## config.mk

```make
export PLATFORM = sky130hd
export DESIGN_NAME = if_id_pipeline
export DESIGN_NICKNAME = d
export VERILOG_FILES = /design/src/rtl/if_id_pipeline.sv
export SDC_FILE = /design/constraint.sdc
export NUM_CORES = 1
export LEC_CHECK = 0
export CAP_MARGIN = 5
export CORE_MARGIN = 2
export CORE_UTILIZATION = 45
export DETAILED_ROUTE_END_ITERATION = 8
export PLACE_DENSITY = 0.81
export SLEW_MARGIN = 20
export SYNTH_ARGS = -nofsm -noshare
export SYNTH_HDL_FRONTEND = slang
export SYNTH_SLANG_ARGS = --single-unit
```

## constraint.sdc

```tcl
create_clock -name clk -period 5.3 [get_ports clk]
set_clock_uncertainty 0.1 [all_clocks]
set_input_delay 1.06 -clock clk [delete_from_list [all_inputs] [get_ports clk]]
set_output_delay 1.06 -clock clk [all_outputs]
set_load 0.02 [all_outputs]
```

## src/rtl/if_id_pipeline.sv

```systemverilog
// Fetch stage with program counter and IF/ID pipeline register.
// Optional performance counters are enabled by defining IF_ID_PERF_CNT_EN.
module if_id_pipeline #(
    parameter logic [31:0] RESET_PC  = 32'h0000_0000,
    parameter logic [31:0] NOP_INSTR = 32'h0000_0000
) (
    input  logic        clk,
    input  logic        reset,
    input  logic        stall,
    input  logic        branch_taken,
    input  logic [31:0] branch_target,
    input  logic        imem_ready,
    input  logic [31:0] imem_data,
    output logic        imem_req,
    output logic [31:0] imem_addr,
    output logic [31:0] ID_instruction,
    output logic [31:0] ID_PC,
    output logic [31:0] ID_PC4,
`ifdef IF_ID_PERF_CNT_EN
    output logic [31:0] perf_fetched,
    output logic [31:0] perf_bubbles,
    output logic [31:0] perf_stalls,
`endif
    output logic        ID_valid
);

    typedef enum logic {IDLE, FETCH} state_t;

    state_t      state, state_nxt;
    logic [29:0] pc_word;
    logic [31:0] pc;
    logic        do_branch, do_stall, do_fetch, do_bubble;

    // PC is kept word-aligned by storing only the word index.
    assign pc        = {pc_word, 2'b00};
    assign imem_addr = pc;

    always_ff @(posedge clk or posedge reset) begin
        if (reset) state <= IDLE;
        else       state <= state_nxt;
    end

    always_comb begin
        state_nxt = FETCH;
        imem_req  = 1'b0;
        do_branch = 1'b0;
        do_stall  = 1'b0;
        do_fetch  = 1'b0;
        do_bubble = 1'b0;
        if (state == FETCH) begin
            imem_req = 1'b1;
            if (branch_taken)    do_branch = 1'b1;
            else if (stall)      do_stall  = 1'b1;
            else if (imem_ready) do_fetch  = 1'b1;
            else                 do_bubble = 1'b1;
        end
    end

    always_ff @(posedge clk or posedge reset) begin
        if (reset) begin
            pc_word        <= RESET_PC[31:2];
            ID_instruction <= NOP_INSTR;
            ID_PC          <= 32'h0;
            ID_PC4         <= 32'h0;
            ID_valid       <= 1'b0;
        end else if (do_fetch) begin
            ID_instruction <= imem_data;
            ID_PC          <= pc;
            ID_PC4         <= pc + 32'd4;
            ID_valid       <= 1'b1;
            pc_word        <= pc_word + 30'd1;
        end else if (!do_stall) begin
            // Branch, memory wait and IDLE all leave a bubble in IF/ID.
            ID_instruction <= NOP_INSTR;
            ID_valid       <= 1'b0;
            if (do_branch) pc_word <= branch_target[31:2];
        end
    end

`ifdef IF_ID_PERF_CNT_EN
    always_ff @(posedge clk or posedge reset) begin
        if (reset) begin
            perf_fetched <= 32'h0;
            perf_bubbles <= 32'h0;
            perf_stalls  <= 32'h0;
        end else begin
            if (do_fetch)              perf_fetched <= perf_fetched + 32'd1;
            if (do_branch | do_bubble) perf_bubbles <= perf_bubbles + 32'd1;
            if (do_stall)              perf_stalls  <= perf_stalls + 32'd1;
        end
    end
`endif

endmodule

```

==> Word-level counts from Yosys, hierarchy flattened <==
Cells that the tools add are included.
{ "classes": {"muxes": 17, "addsub": 2, "n_eq_ne": 1, "reduce_logical": 2} }
{ "ops": {"columns": ["op", "n"], "rows": [
  ["$mux 30", 3],
  ["$mux 32", 2],
  ["$add 32x3->32 const B", 1],
  ["$add 30x1->30 const B", 1],
  ["$mux 1", 12],
  ["$ne 2x1->1 const B", 1],
  ["$reduce_and 2->1", 1],
  ["$reduce_bool 2->1", 1]
]} }
{ "word_totals": {"reg_bits": 126, "in_bits": 69, "out_inout_bits": 130, "word_cells": 28} }

==> Logic depth before layout (Yosys ltp) <==
Gate-level depths: netlist (run 1).
{ "depth": {"ltp_word": 6, "mapped_depth": 7, "mapped_depth_nobuf": 6} }

==> Least setup slack after synthesis (run 1) <==
OpenSTA, ideal clock, no wires.
{ "synth_path": {"path_kind": "input-to-reg", "startpoint": "in branch_taken", "endpoint": "reg pc_word[24]", "setup_slack_ns": 2.692, "arrival_time_ns": 2.373, "cell_stages": 6, "t_required_ns": 5.065, "n_path_buf": 4, "setup_time_ns": 0.135, "cell_sequence": "clkbuf_1 > nand3b_1 > clkbuf_1 > clkbuf_1 > clkbuf_1 > o22ai_1"} }
{ "synth_via": {"elab_chain_len": 4, "elab_cells_between_ends": 10, "classes_between": "1 x eq/ne; 7 x mux; 2 x reduce/logical"} }
{ "synth_lines": {"columns": ["element", "line", "text"], "rows": [
  ["start: declaration", "10", "input logic branch_taken,"],
  ["$mux 1", "52", "if (branch_taken) do_branch = 1'b1;"],
  ["$mux 1", "50", "if (state == FETCH) begin"],
  ["$ne 2x1->1 (no source line) / $reduce_bool 2->1 (equally long branches)", null, null],
  ["$reduce_and 2->1 (no source line)", null, null],
  ["end signal: assignment", "61", "pc_word <= RESET_PC[31:2];"],
  ["end signal: assignment", "71", "pc_word <= pc_word + 30'd1;"],
  ["end signal: assignment", "76", "if (do_branch) pc_word <= branch_target[31:2];"],
  ["end: declaration", "30", "logic [29:0] pc_word;"]
]} }
Parallel ways exist; a longest one is shown, timed or not.
A chain may end at the register's enable or synchronous reset.

==> Final worst setup path (run 1) <==
{ "layout_path": {"startpoint": "reg state", "endpoint": "out imem_req"} }
{ "layout_via": {"elab_chain_len": 1} }
{ "layout_lines": {"columns": ["element", "line", "text"], "rows": [
  ["start: declaration", "29", "state_t state, state_nxt;"],
  ["start signal: assignment", "40", "else state <= state_nxt;"],
  ["$mux 1", "50", null],
  ["end: declaration", "14", "output logic imem_req,"]
]} }
No other way between the ends.

==> results of run 1 <==
==> metal layers <==
metal / vias up / global-route usage, %
met3: 10 / 8.52
met1: 2354 / 31.8
met4: 0 / 5.53
met5: - / 0
met2: 195 / 41.2
li1: 2281 / -
==> placed cells by master (no fill, tap or decap), types with 9 or more instances in the layout <==
master,instances
a21oi_1,21
a22o_1,32
a22oi_1,9
and3_1,9
clkbuf_16,17
clkdlybuf4s50_1,190
dfrtp_1,124
nand2_1,129
nand3_1,22
nand4_1,10
nor2_1,21
o21ai_0,50
xnor2_1,13
xor2_1,12
==> flip-flops by register name (all words and copies together), names as in the netlist <==
register / count
ID_PC: 30
ID_PC4: 30
ID_instruction: 32
ID_valid: 1
pc_word: 30
state: 1
==> cell usage after synthesis, types with 9 or more instances <==
library cell / instances / area share (%)
a22oi_1: 9 / 1.2
a21oi_1: 21 / 1.9
o21ai_0: 50 / 4.6
and3_1: 9 / 1.0
nand4_1: 10 / 1.1
nor2_1: 21 / 1.4
xor2_1: 12 / 1.9
dfrtp_1: 124 / 57
nand2_1: 129 / 8.8
a22o_1: 32 / 5.1
nand3_1: 22 / 2.0
clkbuf_1: 34 / 2.3
xnor2_1: 13 / 2.1
==> layout make-up <==
type / instances / area (µm²)
Clock buffer: 24 / 492
Clock inverter: 7 / 87.6
Timing Repair Buffer: 197 / 1970
Fill cell: 957 / 3920
Tap cell: 147 / 184
Multi-Input combinational cell: 386 / 2180
Sequential cell: 124 / 3100
Inverter: 6 / 27.5
==> worst max path at each step <==
stage,from,endpoint,slack [ns],cells past startpoint
6_report,state$_DFF_PP0_,imem_req,2.36,1
5_1_grt,state$_DFF_PP0_,imem_req,2.28,1
4_1_cts,state$_DFF_PP0_,imem_req,2.34,1
3_5_place_dp,stall,pc_word[17]$_DFFE_PP0P_,2.01,6
3_3_place_gp,branch_taken,ID_PC4[19]$_DFFE_PP0P_,2.05,6
2_1_floorplan,reset,ID_PC4[10]$_DFFE_PP0P_,0.84,1
==> cell families (layout without fill, tap and decap cells) <==
logic type                 count (synthesis)  in the layout  share of synthesized area (%)
DFF                                      124            124                           56.6
and+or+nand+nor                          220            220                           18.9
muxes                                      1              1                          0.182
xor gates and xnor gates                  25             25                           3.99
buffers and inverters                     54            234                           4.40
adders and majority gates                  1              1                          0.228
other                                      2              7                          0.137
AOI/OAI and AO/OA                        132            132                           15.6
==> worst reg2reg max path, stage by stage (launching register included) <==
cell	delay (ns)
dfrtp_1	0.50
ha_1	0.33
nand4_1	0.22
nor3_1	0.61
nand4_1	0.21
xor2_1	0.24
o21ai_0	0.11
==> power breakdown <==
part | internal, mW | leakage, nW | total [mW] | switching [mW]
logic | 0.340 | 1.63 | 0.701 | 0.361
clock network | 0.736 | 0.286 | 1.13 | 0.392
registers | 1.08 | 1.62 | 1.21 | 0.131
total | 2.15 | 3.54 | 3.04 | 0.883
==> metrics.md, run 1 <==
| Metric | Value |
|---|---|
| Placed Area | 7460 µm² |
| I/O pins | 199 |
| CP endpoint kind | output pin |
| Buffers & Inverters on Critical Path | 1 |
| Post-CTS Hold Fix Bufs | 0 |
| Post_cts resized | 0 |
| DIE AREA | 13100 µm² |
| Hold depth | 2 |
| Synth cell types | 49 |
| First-pass GRT wire length | 25100 µm |
| DR vias | 4840 |
| Port Buf Inserts | 190 |
| Design area | 8040 µm² |
| Wire per inst | 17.7 µm |
| Num rows | 40 |
| Layout area overhead | 46.6% |
| # DRC | 0 |
| Startpoint types | flip-flop |
| Met3 WL | 1300 µm |
| Highest routed metal layer | met4 |
| Postcts setup bufs | 0 |
| Crit-path max cell delay | 0.73 ns |
| Warnings from Yosys | 0 |
| Final core utilization | 67.2% |
| 1st-pass router iterations | 6 |
| Cell family with most CP delay | buffers and inverters |
| R2r endpoint | ID_PC4[24]$_DFFE_PP0P_ |
| Routed met2 length | 7790 µm |
| Floorplan core area | 12000 µm² |
| Post-synth EDFFs | 0 |
| Synthesized cell area | 5490 µm² |
| Share of layout cells above drive strength 1 | 6.59% |
| Ys flop type | dfrtp_1 |
| ANT cells | 0 |
| Largest net degree at the start of global routing | 89 |
| FF-to-FF setup slack | 2.84 ns |
| Crit path time final | 2.94 ns |
| Vias per std cell | 5.43 |
| Initial antenna violation count | 0 |
| Post-synthesis async set-or-reset flop share | 100% |
| Sink Count | 124 |
| CP cell instances | clkdlybuf4s50_1 |
| Overall power | 3.04 mW |
| Total Routing Usage GR | 24.9% |
| Post-DP HPWL | 10800 µm |
| Max_slew headroom | 42.9% |
| Final hold vios | 0 |
| Vias in the first global route | 4821 |
| Sequential area share after synthesis | 56.6% |
| Worst Tran Pin Value | 0.849 ns |
| Fin nets | 802 |
| R2R Path Start | pc_word[0]$_DFFE_PP0P_ |
| Root Buffer | clkbuf_16 |
| Status | complete, no violations |
| Hold_sp | ID_PC[21]$_DFFE_PP0P_ |
| Clock tree buffer depth | 2 |
| Non-filler cells, final | 891 |
| Met1 wire length | 6610 µm |
| Die Y-Extent | 114 µm |
| Yosys reg bits | 124 |
| Slowest CP cell | clkdlybuf4s50_1 |
| HP Class | reg2reg |
| Max-cap viol count | 0 |
| Final setup margin | 2.36 ns |
| TNS Setup | 0 ns |
| H-tree levels | 4 |
| Worst EP arrival | 1.78 ns |
| Critical path class | reg2out |
| Routed wire length | 15800 µm |
| Slew Limit Fails | 0 |
| DP Worst Slack | 2.01 ns |
| Peak VDD IR | 208 µV |
| WHS Endpoint | ID_PC[21]$_DFFE_PP0P_ |
| Starting Density | 45.9% |
| Placed cells | 860 |
| Power density cells | 378 nW/µm² |
| Setup violators final | 0 |
| Post-synthesis cell count | 559 |
| Global placer's final weighted congestion | 0.854 |
| Pleak | 3.54 nW |
| Fmax | 0.340 GHz |
| Die width | 114 µm |
| Final Cycle Share | 55.5% |
| Skew-Pair Late Insertion Delay | 0.40 ns |
| Syn_area_per_cell | 9.81 µm² |
| WHS | 0.368 ns |
| Unrepaired setup endpoints after global routing | no |
| Congestion Overflow GR | 0 |
| CP Max Fanout | 14 |
| TritonCTS buffer count | 17 |
| Cells on worst reg2reg path | 6 |
| Worst path required time | 4.14 ns |
| Clock slew at reported path FFs | 0.05 ns |
| Initial drt markers | 342 |
| CTS tree | yes |
| Post-route antenna net violation count | 0 |
(Power assumes the default switching activity.)
==> run 2: changes to the inputs <==
--- a/config.mk
+++ b/config.mk
@@ -7,9 +7,9 @@
 export LEC_CHECK = 0
 export CAP_MARGIN = 5
 export CORE_MARGIN = 2
-export CORE_UTILIZATION = 45
+export CORE_UTILIZATION = 41
 export DETAILED_ROUTE_END_ITERATION = 8
-export PLACE_DENSITY = 0.81
+export PLACE_DENSITY = 0.77
 export SLEW_MARGIN = 20
 export SYNTH_ARGS = -nofsm -noshare
 export SYNTH_HDL_FRONTEND = slang
==> constraint.sdc (replaced) <==
create_clock -name clk -period 2.64 [get_ports clk]
set_clock_uncertainty 0.1 [all_clocks]
set_input_delay 0.528 -clock clk [delete_from_list [all_inputs] [get_ports clk]]
set_output_delay 0.528 -clock clk [all_outputs]
set_load 0.02 [all_outputs]
==> metrics.md, run 2 (same netlist as run 1, synthesis figures left out) <==
| Metric | Value |
|---|---|
| Wire per inst | 17.0 µm (was 17.7 µm) |
| Floorplan core area | 13100 µm² (was 12000 µm²) |
| TritonCTS buffer count | 17 (unchanged) |
| Global placer's final weighted congestion | 0.844 (was 0.854) |
| Die width | 120 µm (was 114 µm) |
| Worst Tran Pin Value | 0.642 ns (was 0.849 ns) |
| CP Max Fanout | 10 (was 14) |
| Overall power | 6.41 mW (was 3.04 mW) |
| Skew-Pair Late Insertion Delay | 0.42 ns (was 0.40 ns) |
| First-pass GRT wire length | 25400 µm (was 25100 µm) |
| Slew Limit Fails | 0 (unchanged) |
| Setup violators final | 0 (unchanged) |
| Power density cells | 769 nW/µm² (was 378 nW/µm²) |
| Fin nets | 821 (was 802) |
| Unrepaired setup endpoints after global routing | no (unchanged) |
| Leading cell type in the layout, fill and taps excluded | clkdlybuf4s50_1 (unchanged) |
| Root Buffer | clkbuf_16 (unchanged) |
| Buffers & Inverters on Critical Path | 1 (unchanged) |
| DP Worst Slack | 0.117 ns (was 2.01 ns) |
| Cell family with most CP delay | buffers and inverters (unchanged) |
| Post_cts resized | 0 (unchanged) |
| Routed wire length | 16000 µm (was 15800 µm) |
| Post-CTS Hold Fix Bufs | 0 (unchanged) |
| Port Buf Inserts | 190 (unchanged) |
| Post-route antenna net violation count | 0 (unchanged) |
| Startpoint types | flip-flop (unchanged) |
| H-tree levels | 4 (unchanged) |
| Die Y-Extent | 120 µm (was 114 µm) |
| Vias in the first global route | 4932 (was 4821) |
| Sink Count | 124 (unchanged) |
| Placed cells | 908 (was 860) |
| Layout area overhead | 52.0% (was 46.6%) |
| Num rows | 42 (was 40) |
| Post-DP HPWL | 11200 µm (was 10800 µm) |
| Congestion Overflow GR | 0 (unchanged) |
| DIE AREA | 14300 µm² (was 13100 µm²) |
| Postcts setup bufs | 0 (unchanged) |
| Max_slew headroom | 57.2% (was 42.9%) |
| DR vias | 4855 (was 4840) |
| Most flops, register | ID_instruction (unchanged) |
| ANT cells | 0 (unchanged) |
| Clock tree buffer depth | 2 (unchanged) |
| Clock slew at reported path FFs | 0.05 ns (about the same) |
| # DRC | 0 (unchanged) |
| Share of layout cells above drive strength 1 | 9.29% (was 6.59%) |
| Final hold vios | 0 (unchanged) |
| Final setup margin | 0.318 ns (was 2.36 ns) |
| Slowest CP cell | clkdlybuf4s50_1 (unchanged) |
| Pleak | 3.67 nW (was 3.54 nW) |
| Non-filler cells, final | 940 (was 891) |
| Largest net degree at the start of global routing | 125 (was 89) |
| CP cell instances | clkdlybuf4s50_1 (unchanged) |
| Worst path required time | 2.01 ns (was 4.14 ns) |
| CP endpoint kind | output pin (unchanged) |
| 1st-pass router iterations | 4 (was 6) |
| TNS Setup | 0 ns (unchanged) |
| Final core utilization | 63.5% (was 67.2%) |
| Max-cap viol count | 0 (unchanged) |
| Crit-path max cell delay | 0.69 ns (was 0.73 ns) |
| Status | complete, no violations (unchanged) |
| Initial antenna violation count | 2 (was 0) |
| Worst EP arrival | 1.69 ns (was 1.78 ns) |
| Peak VDD IR | 338 µV (was 208 µV) |
| Most frequent cells in the layout | clkdlybuf4s50_1 (190), nand2_1 (129), dfrtp_1 (124) (unchanged) |
| CTS tree | yes (unchanged) |
| Starting Density | 41.8% (was 45.9%) |
| HP Class | reg2reg (unchanged) |
| Max FFs per register | 32 (unchanged) |
| I/O pins | 199 (unchanged) |
| Critical path class | reg2out (unchanged) |
| Initial drt markers | 523 (was 342) |
| Total Routing Usage GR | 22.8% (was 24.9%) |
| Final Cycle Share | 88.0% |
| Fmax | 0.431 GHz |
| Crit path time final | 2.32 ns |
| Vias per std cell | 5.16 (was 5.43) |
==> run 2: cell types whose count changed in the layout (fill, tap and decap cells not counted), sizes merged <==
| cell | previous run | this run |
|---|---|---|
| buf | 7 | 26 |
| bufinv | 2 | 5 |
| clkbuf | 24 | 20 |
| clkinvlp | 1 | 4 |
| inv | 6 | 5 |
==> run 2: worst paths after layout <==
path	startpoint	to	slack, ns	depth (start not counted)
min in group asynchronous	reset	ID_instruction[7]$_DFFE_PP0P_	0.58	3
max	pc_word[12]$_DFFE_PP0P_	imem_addr[14]	0.32	1
max reg2reg	pc_word[0]$_DFFE_PP0P_	pc_word[29]$_DFFE_PP0P_	0.41	5
max in group asynchronous	reset	pc_word[22]$_DFFE_PP0P_	1.41	3
min reg2reg	ID_PC[20]$_DFFE_PP0P_	ID_PC[20]$_DFFE_PP0P_	0.37	2
min	ID_PC[20]$_DFFE_PP0P_	ID_PC[20]$_DFFE_PP0P_	0.37	2
==> run 2: power breakdown <==
group / leakage (nW) / switching (mW) / internal (mW)
Clock: 0.312 / 0.826 / 1.72
Sequential: 1.62 / 0.237 / 2.16
Combinational: 1.73 / 0.758 / 0.711
Total: 3.67 / 1.82 / 4.59
==> run 2: final cells by class <==
type / instances / area, µm²
multi-input cells: 386 / 2180
inverters: 6 / 26.3
well taps: 176 / 220
flip-flops and latches: 124 / 3100
repair buffers: 216 / 2160
fillers: 1081 / 4800
clock buffers: 20 / 457
clock inverters: 12 / 193
==> run 2: worst register-to-register path: cells and delay by family, from the launching register on <==
kind | cells | cell delay, ns
flops | 1 | 0.51
simple gates | 5 | 1.56
==> run 2: metal layers <==
layer / track usage [%] / part of all wire (%)
met1: 29.5 / 43
met2: 34.6 / 48
met3: 9.36 / 8.5
met4: 8.01 / 1.1
met5: 0 / 0.081
==> run 2: stage by stage <==
| stage | hold slack, ns | instance area [µm²] |
|---|---|---|
| after floorplan | 0.488 | 5510 |
| after global placement | 0.358 | 7690 |
| after detailed placement | 0.362 | 7690 |
| after CTS | 0.376 | 8340 |
| after global routing | 0.402 | 8340 |
| final | 0.375 | 8340 |
==> run 3: changes to the inputs <==
--- a/config.mk
+++ b/config.mk
@@ -5,10 +5,12 @@
 export SDC_FILE = /design/constraint.sdc
 export NUM_CORES = 1
 export LEC_CHECK = 0
+export ABC_AREA = 1
 export CAP_MARGIN = 5
 export CORE_MARGIN = 2
 export CORE_UTILIZATION = 41
 export DETAILED_ROUTE_END_ITERATION = 8
+export GPL_ROUTABILITY_DRIVEN = 0
 export PLACE_DENSITY = 0.77
 export SLEW_MARGIN = 20
 export SYNTH_ARGS = -nofsm -noshare
==> constraint.sdc (replaced) <==
create_clock -name clk -period 2 [get_ports clk]
set_clock_uncertainty 0.1 [all_clocks]
set_input_delay 0.4 -clock clk [delete_from_list [all_inputs] [get_ports clk]]
set_output_delay 0.4 -clock clk [all_outputs]
set_load 0.02 [all_outputs]
==> metrics.md, run 3 <==
| Metric | Value |
|---|---|
| Most frequent cell after synthesis | nand2_1 (unchanged) |
| First-pass GRT wire length | 26200 µm (was 25400 µm) |
| Unrepaired setup endpoints after global routing | yes (was no) |
| Share of layout cells above drive strength 1 | 6.96% (was 9.29%) |
| Layout area overhead | 53.3% (was 52.0%) |
| CP endpoint kind | output pin (unchanged) |
| Die Y-Extent | 120 µm (about the same) |
| Ys flop type | dfrtp_1 (unchanged) |
| Final hold vios | 0 (unchanged) |
| Critical path class | reg2out (unchanged) |
| Final core utilization | 64.1% (was 63.5%) |
| Total Routing Usage GR | 23.6% (was 22.8%) |
| Most frequent cells in the layout | nand2_1 (209), clkdlybuf4s50_1 (159), dfrtp_1 (124) (was clkdlybuf4s50_1 (190), nand2_1 (129), dfrtp_1 (124)) |
| Fmax | 0.511 GHz |
| ANT cells | 0 (unchanged) |
| TritonCTS buffer count | 17 (unchanged) |
| CP cell instances | clkdlybuf4s50_1 (unchanged) |
| Initial antenna violation count | 0 (was 2) |
| Most flops, register | ID_instruction (unchanged) |
| Syn_area_per_cell | 8.16 µm² (was 9.81 µm²) |
| HP Class | in2async (was reg2reg) |
| Clock slew at reported path FFs | 0.06 ns (was 0.05 ns) |
| Num rows | 42 (unchanged) |
| Compound-Gate Fraction of Synth Area | 12.8% (was 15.6%) |
| Top-area cell type share of the netlist area | 56.3% (was 56.6%) |
| 1st-pass router iterations | 5 (was 4) |
| H-tree levels | 4 (unchanged) |
| Setup violators final | 0 (unchanged) |
| Port Buf Inserts | 190 (unchanged) |
| Yosys reg bits | 124 (unchanged) |
| Pleak | 3.96 nW (was 3.67 nW) |
| Post-synthesis adder-cell area fraction | 0.227% (was 0.228%) |
| Status | complete, no violations (unchanged) |
| Root Buffer | clkbuf_16 (unchanged) |
| Area leader, netlist | dfrtp_1 (unchanged) |
| Main combinational cell family by area after synthesis | simple AND/OR/NAND/NOR gates (unchanged) |
| FILL cells | 1089 (was 1081) |
| Fin nets | 948 (was 821) |
| Post-route antenna net violation count | 0 (unchanged) |
| Starting Density | 41.8% (about the same) |
| Power density cells | 1070 nW/µm² (was 769 nW/µm²) |
| # DRC | 0 (unchanged) |
| Warnings from Yosys | 0 (unchanged) |
| Max-cap viol count | 0 (unchanged) |
| Worst path required time | 1.50 ns (was 2.01 ns) |
| Clock tree buffer depth | 2 (unchanged) |
| Most frequent cells after synthesis | nand2_1 (210), dfrtp_1 (124), o21ai_0 (97), inv_1 (73), nor2_1 (52) (was nand2_1 (129), dfrtp_1 (124), o21ai_0 (50), clkbuf_1 (34), a22o_1 (32)) |
| Cell family with most CP delay | buffers and inverters (unchanged) |
| Synth Area in XOR/XNOR | 0.477% (was 3.99%) |
| CTS tree | yes (unchanged) |
| DR vias | 5207 (was 4855) |
| Post-synthesis cell count | 676 (was 559) |
| Slew Limit Fails | 0 (unchanged) |
| Worst EP arrival | 1.46 ns (was 1.69 ns) |
| Max FFs per register | 32 (unchanged) |
| Wire per inst | 15.2 µm (was 17.0 µm) |
| Crit-path max cell delay | 0.63 ns (was 0.69 ns) |
| Synth top area cells | dfrtp_1 (56%), nand2_1 (14%), o21ai_0 (8.8%) (was dfrtp_1 (57%), nand2_1 (8.8%), a22o_1 (5.1%)) |
| Vias per std cell | 4.88 (was 5.16) |
| I/O pins | 199 (unchanged) |
| Sink Count | 124 (unchanged) |
| Largest net degree at the start of global routing | 63 (was 125) |
| Simple-gate area share of the yosys netlist | 22.2% (was 18.9%) |
| WHS | 0.130 ns (was 0.375 ns) |
| Initial drt markers | 280 (was 523) |
| Post-synth EDFFs | 0 (unchanged) |
| Startpoint types | flip-flop (unchanged) |
| Sequential area share after synthesis | 56.3% (was 56.6%) |
| CP Max Fanout | 2 (was 10) |
| Vias in the first global route | 5094 (was 4932) |
| Final Cycle Share | 97.8% |
| Die width | 120 µm (about the same) |
| Post-synthesis async set-or-reset flop share | 100% (unchanged) |
| Peak VDD IR | 505 µV (was 338 µV) |
| Routed wire length | 16300 µm (was 16000 µm) |
| Synthesized cell area | 5510 µm² (was 5490 µm²) |
| Floorplan core area | 13200 µm² (was 13100 µm²) |
| Post-CTS Hold Fix Bufs | 0 (unchanged) |
| Synth cell types | 21 (was 49) |
| DIE AREA | 14400 µm² (was 14300 µm²) |
| Slowest CP cell | clkdlybuf4s50_1 (unchanged) |
| Skew-Pair Late Insertion Delay | 0.42 ns (about the same) |
| Buffers & Inverters on Critical Path | 1 (unchanged) |
| Leading cell type in the layout, fill and taps excluded | nand2_1 (was clkdlybuf4s50_1) |
| Multiplexer share of the synthesized area | 0% (was 0.182%) |
| Crit path time final | 1.96 ns |
| Congestion Overflow GR | 0 (unchanged) |
| Post-DP HPWL | 11600 µm (was 11200 µm) |
==> run 3: cell types whose count changed after synthesis, moves of 10 or more <==
cell,previous run,this run
a22o_1,32,0
clkbuf_1,34,18
inv_1,6,73
nand2_1,129,210
nand3_1,22,36
nand4_1,10,0
nor2_1,21,52
o21ai_0,50,97
xnor2_1,13,1
xor2_1,12,2
==> run 3: layout make-up <==
cell class	instances	area (µm²)	share of cell area, %
sequential	124	3100	36.7
timing repair buffer	210	2160	25.5
multi-input combinational	450	2010	23.7
clock buffer	18	439	5.20
inverter	75	285	3.37
clock inverter	14	243	2.87
tap	176	220	2.61
==> run 3: per-stage QoR <==
step                setup WS (ns)  power [mW]  TNS (ns)  area, µm²  cells
global route              -0.0133        9.46   -0.0133       8450   1067
detailed placement        -0.0877        5.58     -1.33       7740   1035
finish                     0.0431        9.02         0       8450   1067
global placement          -0.0448        5.53    -0.385       7740   1035
CTS                       0.00177        9.10         0       8410   1067
floorplan                 -0.0253        4.34     -3.14       5540    681
==> run 3: kinds of logic (layout without fill, tap and decap cells) <==
logic type / Yosys count / in the layout
xor+xnor: 3 / 3
fa+ha+maj: 1 / 1
buf+inv: 107 / 317
simple gates: 306 / 306
other cells: 2 / 7
compound gates: 133 / 133
flops: 124 / 124
==> run 3: timing repair <==
| item | CTS | global route |
|---|---|---|
| buffers inserted | 0 | 0 |
| endpoints found under the hold margin | 0 | 0 |
| gates resized for setup | 17 | 17 |
| setup endpoints to repair | 17 | 21 |
==> run 3: final timing paths <==
| path | cells past startpoint | slack (ns) | start | end |
|---|---|---|---|---|
| setup / recovery | 1 | 0.04 | ID_PC4[20]$_DFFE_PP0P_ | ID_PC4[20] |
| hold / removal | 2 | 0.13 | reset | ID_PC[11]$_DFFE_PP0P_ |
| setup reg to reg | 8 | 0.09 | pc_word[0]$_DFFE_PP0P_ | pc_word[23]$_DFFE_PP0P_ |
| hold reg to reg | 2 | 0.38 | ID_PC4[9]$_DFFE_PP0P_ | ID_PC4[9]$_DFFE_PP0P_ |
| max in group asynchronous | 3 | 1.14 | reset | ID_PC4[19]$_DFFE_PP0P_ |
| min in group clk | 2 | 0.38 | ID_PC4[9]$_DFFE_PP0P_ | ID_PC4[9]$_DFFE_PP0P_ |
==> run 3: routing by layer <==
metal  track usage [%]  vias to the layer above  part of all wire, %
met5                 0                        -                    0
met4              9.49                        0                  2.4
met3              8.89                       34                  8.9
met2              36.3                      213                   46
met1              30.1                     2416                   43
li1                  -                     2544                    -
==> run 3: where the power goes <==
group | internal [mW] | leakage, nW | total, mW | switching [mW]
clock | 2.37 | 0.311 | 3.53 | 1.16
sequential | 2.91 | 1.55 | 3.24 | 0.334
combinational | 1.02 | 2.10 | 2.25 | 1.23
